==> config.mk <==
export PLATFORM = sky130hd
export DESIGN_NAME = vga_src_sequencer
export DESIGN_NICKNAME = d
export VERILOG_FILES = /design/src/rtl/vga_src_sequencer.sv
export SDC_FILE = /design/constraint.sdc
export NUM_CORES = 1
export LEC_CHECK = 0
export BUFFER_PORTS_ARGS = -buffer_cell sky130_fd_sc_hd__buf_2
export CORE_MARGIN = 2
export CORE_UTILIZATION = 55
export DETAILED_ROUTE_END_ITERATION = 8
export GPL_ROUTABILITY_DRIVEN = 0
export HOLD_SLACK_MARGIN = 0.02
export PLACE_DENSITY = 0.78
export SLEW_MARGIN = 5
export SYNTH_ARGS = -nofsm -noshare
export SYNTH_HDL_FRONTEND = slang
export SYNTH_SLANG_ARGS = --single-unit
==> constraint.sdc <==
create_clock -name clk -period 2.7 [get_ports clk]
set_input_delay 0.54 -clock clk [delete_from_list [all_inputs] [get_ports clk]]
set_output_delay 0.54 -clock clk [all_outputs]
set_load 0.005 [all_outputs]
==> src/rtl/vga_src_sequencer.sv <==
// Frame-synchronous source sequencer for the VGA demo datapath: drives the
// bar/gray mux selects and background colour from a manual setting or a slideshow table.
module vga_src_sequencer #(
    parameter int unsigned CD = 12,
    parameter int unsigned N  = 4,
    parameter int unsigned DW = 8
) (
    input  logic                  clk,
    input  logic                  reset_n,
    input  logic                  frame_start,
    input  logic                  run,
    input  logic [CD+1:0]         man_cfg,
    input  logic                  wr_en,
    input  logic [$clog2(N)-1:0]  wr_addr,
    input  logic [DW+CD+1:0]      wr_data,
    output logic                  bypass_bar,
    output logic                  bypass_gray,
    output logic [CD-1:0]         back_rgb,
    output logic [$clog2(N)-1:0]  cur_idx,
    output logic                  running
);

    localparam int unsigned AW = $clog2(N);
    localparam int unsigned CW = CD + 2;
    localparam int unsigned EW = DW + CW;

    // Cleared entry: zero dwell, both muxes bypassed, black background.
    localparam logic [EW-1:0] RST_ENTRY = {{DW{1'b0}}, 2'b11, {CD{1'b0}}};
    localparam logic [CW-1:0] RST_CFG   = {2'b11, {CD{1'b0}}};

    typedef enum logic {
        IDLE = 1'b0,
        RUN  = 1'b1
    } state_t;

    state_t          state_q, state_n;
    logic [CW-1:0]   cfg_q, cfg_n;
    logic [DW-1:0]   cnt_q, cnt_n;
    logic [AW-1:0]   idx_q, idx_n;
    logic            running_q, running_n;
    logic [AW-1:0]   nxt_idx;
    logic [EW-1:0]   ld_entry;
    logic [EW-1:0]   table_q [N];

    // Slideshow table; loads read the pre-write contents on a same-cycle write.
    always_ff @(posedge clk or negedge reset_n) begin
        if (!reset_n) begin
            for (int unsigned i = 0; i < N; i++) begin
                table_q[i] <= RST_ENTRY;
            end
        end else if (wr_en) begin
            table_q[wr_addr] <= wr_data;
        end
    end

    // Next-state and next-output decode; everything only moves on frame_start.
    always_comb begin
        state_n   = state_q;
        cfg_n     = cfg_q;
        cnt_n     = cnt_q;
        idx_n     = idx_q;
        running_n = running_q;
        nxt_idx   = AW'(idx_q + AW'(1));
        ld_entry  = table_q[0];

        if (frame_start) begin
            case (state_q)
                IDLE: begin
                    idx_n = '0;
                    if (run) begin
                        ld_entry  = table_q[0];
                        state_n   = RUN;
                        cfg_n     = ld_entry[CW-1:0];
                        cnt_n     = ld_entry[EW-1:CW];
                        running_n = 1'b1;
                    end else begin
                        cfg_n = man_cfg;
                    end
                end
                RUN: begin
                    if (!run) begin
                        state_n   = IDLE;
                        cfg_n     = man_cfg;
                        idx_n     = '0;
                        running_n = 1'b0;
                    end else if (cnt_q != '0) begin
                        cnt_n = DW'(cnt_q - DW'(1));
                    end else begin
                        ld_entry = table_q[nxt_idx];
                        idx_n    = nxt_idx;
                        cfg_n    = ld_entry[CW-1:0];
                        cnt_n    = ld_entry[EW-1:CW];
                    end
                end
                default: begin
                    state_n   = IDLE;
                    running_n = 1'b0;
                end
            endcase
        end
    end

    always_ff @(posedge clk or negedge reset_n) begin
        if (!reset_n) begin
            state_q   <= IDLE;
            cfg_q     <= RST_CFG;
            cnt_q     <= '0;
            idx_q     <= '0;
            running_q <= 1'b0;
        end else begin
            state_q   <= state_n;
            cfg_q     <= cfg_n;
            cnt_q     <= cnt_n;
            idx_q     <= idx_n;
            running_q <= running_n;
        end
    end

    assign bypass_bar  = cfg_q[CW-1];
    assign bypass_gray = cfg_q[CW-2];
    assign back_rgb    = cfg_q[CD-1:0];
    assign cur_idx     = idx_q;
    assign running     = running_q;

endmodule

==> impl_results.md <==
- Status: complete, no violations
- CTS clk-pin slew, worst paths: roughly 60 ps
- Slew @ Worst Pin: about 1300 ps
- Fin crit period: about 2200 ps
- CP startpoint: cnt_q[0]
- Buf/Inv on CP: 2
- Fin Setup TNS: 0 ps
- Global route overflow: 0
- Vias in the first global route: between 3000 and 4000
- CTS Buf Count: 17
- Max-cap violations: 0
- Post-CTS Setup Inserts: 0
- Hold WC Path Type: in -> async
- Drt via density: a little under 6
- #FFs+latches synth: 114
- Reg2Reg Setup Slack: ~460 ps
- Peak supply drop: between 0.4 and 0.5 mV
- Filler instances: 699
- Routed wire length: ~12000 microns
- Clk sink count: roughly 110
- YS warnings: 0
- Drt wl/cell: 19.81 microns
- Yosys cell types: 44
- Total power: 0.005480 W
- Layout cell share with drive strength beyond 1: between 50% and 60%
- Skew-Pair Late Insertion Delay: approximately 510 ps
- Final setup vio count: 0
- Final Max Slew Viols: 0
- Detail Route Antenna Nets: 0
- Unrepaired setup endpoints after global routing: no
- Share of flip-flops with an asynchronous set or reset: 100.0%
- N_diodes: 0
- Fmax: ~450 MHz
- Synth Instances: just under 400
- Critical Setup Path Class: reg -> reg
- DR pass1 iterations: 4
- PostCTS Resize Cnt: 0
- Max Root-Sink Buffers: 2
- DP HPWL: roughly 7500 microns
- Routed vias: between 3000 and 4000
- Worst setup path endpoint: cfg_q[2]
- Critical Path AT: approximately 2600 ps
- H-Tree Depth: 4
- Top cell type's share of synthesized area: ~48%
- Most frequent cells in the layout: mux2_2 (107), dfrtp_1 (104), buf_2 (58)
- CTS tree: done
- Commonest non-fill, non-tap cell in the layout: mux2_2
- Largest area contributor in the synthesized netlist: dfrtp_1
- Core Area: ~9700 sq um
- Final worst-path cycle share: between 80% and 90%
- LEAKAGE: 2.828 nW
- Chip width: between 100 and 150 microns
- Synth top area cells: dfrtp_1 (48%), mux2_2 (22%), dfstp_2 (4.8%)
- Cell depth of the worst setup path: 7
- Area grow syn2layout: 19.11%
- Crit-path slowest cell: nor3b_1
- Worst Path Required: approximately 3100 ps
- Crit. End Element: flip-flop
- Port buffer count: 59
- Synth Flop Type: dfrtp_1
- DRT iter0 DRCs: between 150 and 200
- Global-route wire length before repair: about 19000 microns
- Drc violations: 0
- Slew headroom: between 10% and 20%
- Fin nets: a little over 500
- R2R cell count: 7
- Count of final hold-check violations: 0
- Total track usage: 24.18%
- Layout Skew: 8.060 ps
- Syn nets: about 450
- Initial antenna violation count: 0
- Crit path largest cell delay: just over 400 ps
- Worst-path cell chain: inv_1, ha_1, nor3b_1, nand2b_4, a21boi_4, buf_4, mux2_2
- Worst Path Max Fanout: 16
- Delay-heaviest family, CP: simple AND/OR/NAND/NOR gates
- Full die area: 10680 sq um
- Row cnt: 36
- Critical Path Start Type: flip-flop
- Top Ports: 60
- Pin count of the biggest net entering global routing: 54
- Netlist Area Pre-Place: about 5400 sq um
- Power Dens Cells: about 850 nW/um^2
- Post-CTS Hold Buffers: 0
- Chip height: approximately 100 microns
- Initial Utilization: between 50% and 60%
- CTS Root Cell: clkbuf_8
- Sequential area share after synthesis: between 50% and 60%
- Fin Hold WS: 84.76 ps
- Post-synth EDFFs: 0
- Syn avg cell area: ~14 sq um
- Worst reg2reg startpoint: cnt_q[0]
- R2R Path End: cfg_q[2]
kinds of logic after synthesis:
| logic type | Yosys count | synth area share, % |
|---|---|---|
| adders and majority gates | 5 | 1.152 |
| buffers and inverters | 32 | 2.881 |
| muxes | 127 | 28.19 |
| AOI/OAI and AO/OA | 60 | 8.850 |
| and+or+nand+nor | 55 | 5.508 |
| xor gates and xnor gates | 4 | 0.6454 |
| DFF | 114 | 52.78 |
per-layer routing:
layer / GRT usage [%] / part of all wire, %
met2: 37.87 / 49
met5: 0 / 0
met4: 9.615 / 1.6
met3: 6.116 / 5.1
met1: 32.52 / 44
per-stage QoR:
| stage | setup slack, ps | cell area [sq um] | cells | utilization (%) |
|---|---|---|---|---|
| 5_1_grt | 275.5 | 6466 | 611 | 66.77 |
| 4_1_cts | 465.0 | 6466 | 611 | 66.77 |
| 3_3_place_gp | 464.9 | 5906 | 579 | 60.98 |
| 6_report | 458.6 | 6466 | 611 | 66.77 |
| 2_1_floorplan | 344.4 | 5429 | 397 | - |
| 3_5_place_dp | 364.1 | 5906 | 579 | 60.98 |
registers in the layout, summed over array words and instances (netlist names):
| signal | flops |
|---|---|
| table_q | 88 |
| cnt_q | 8 |
| cfg_q | 14 |
| running | 1 |
| cur_idx | 2 |
| state_q | 1 |
final cells by class:
| class | count | area (sq um) | share of cell area, % |
|---|---|---|---|
| Sequential cell | 114 | 2865 | 44.31 |
| Multi-Input combinational cell | 251 | 2412 | 37.31 |
| Timing Repair Buffer | 74 | 435.4 | 6.734 |
| Clock buffer | 19 | 421.7 | 6.521 |
| Tap cell | 133 | 166.4 | 2.574 |
| Clock inverter | 13 | 138.9 | 2.148 |
| Inverter | 7 | 26.28 | 0.4063 |
where the power goes:
group / leakage [nW] / switching (W) / total, W / internal [W]
registers: 1.35 / 0.000240 / 0.00233 / 0.00209
logic: 1.23 / 0.000450 / 0.00105 / 0.000602
clock network: 0.248 / 0.000796 / 0.00210 / 0.00131
worst min path at each step:
stage               slack, ps        start  cells past startpoint          end
floorplan                 240      reset_n                      0     cfg_q[0]
global placement          480  table_q[31]                      1  table_q[31]
detailed placement        490   table_q[2]                      1   table_q[2]
CTS                        90      reset_n                      1  table_q[75]
global route              120      reset_n                      1    cfg_q[10]
finish                     80      reset_n                      1    cfg_q[10]
cells in the mapped netlist (all sizes together), types with 2 or more instances:
| cell | number |
|---|---|
| nor3 | 3 |
| nor3b | 5 |
| o221ai | 2 |
| mux2i | 4 |
| dfrtp | 104 |
| inv | 7 |
| o22ai | 3 |
| nand2 | 21 |
| buf | 14 |
| nor2 | 10 |
| and4b | 2 |
| a21boi | 2 |
| ha | 5 |
| a311oi | 2 |
| a221o | 14 |
| and3 | 4 |
| dfstp | 10 |
| o31ai | 3 |
| mux4 | 6 |
| clkbuf | 11 |
| o21ai | 7 |
| xnor2 | 3 |
| mux2 | 117 |
| nand3b | 3 |
| o2bb2ai | 14 |
| a21oi | 8 |
Note: power is estimated with default switching activity, not from simulation.
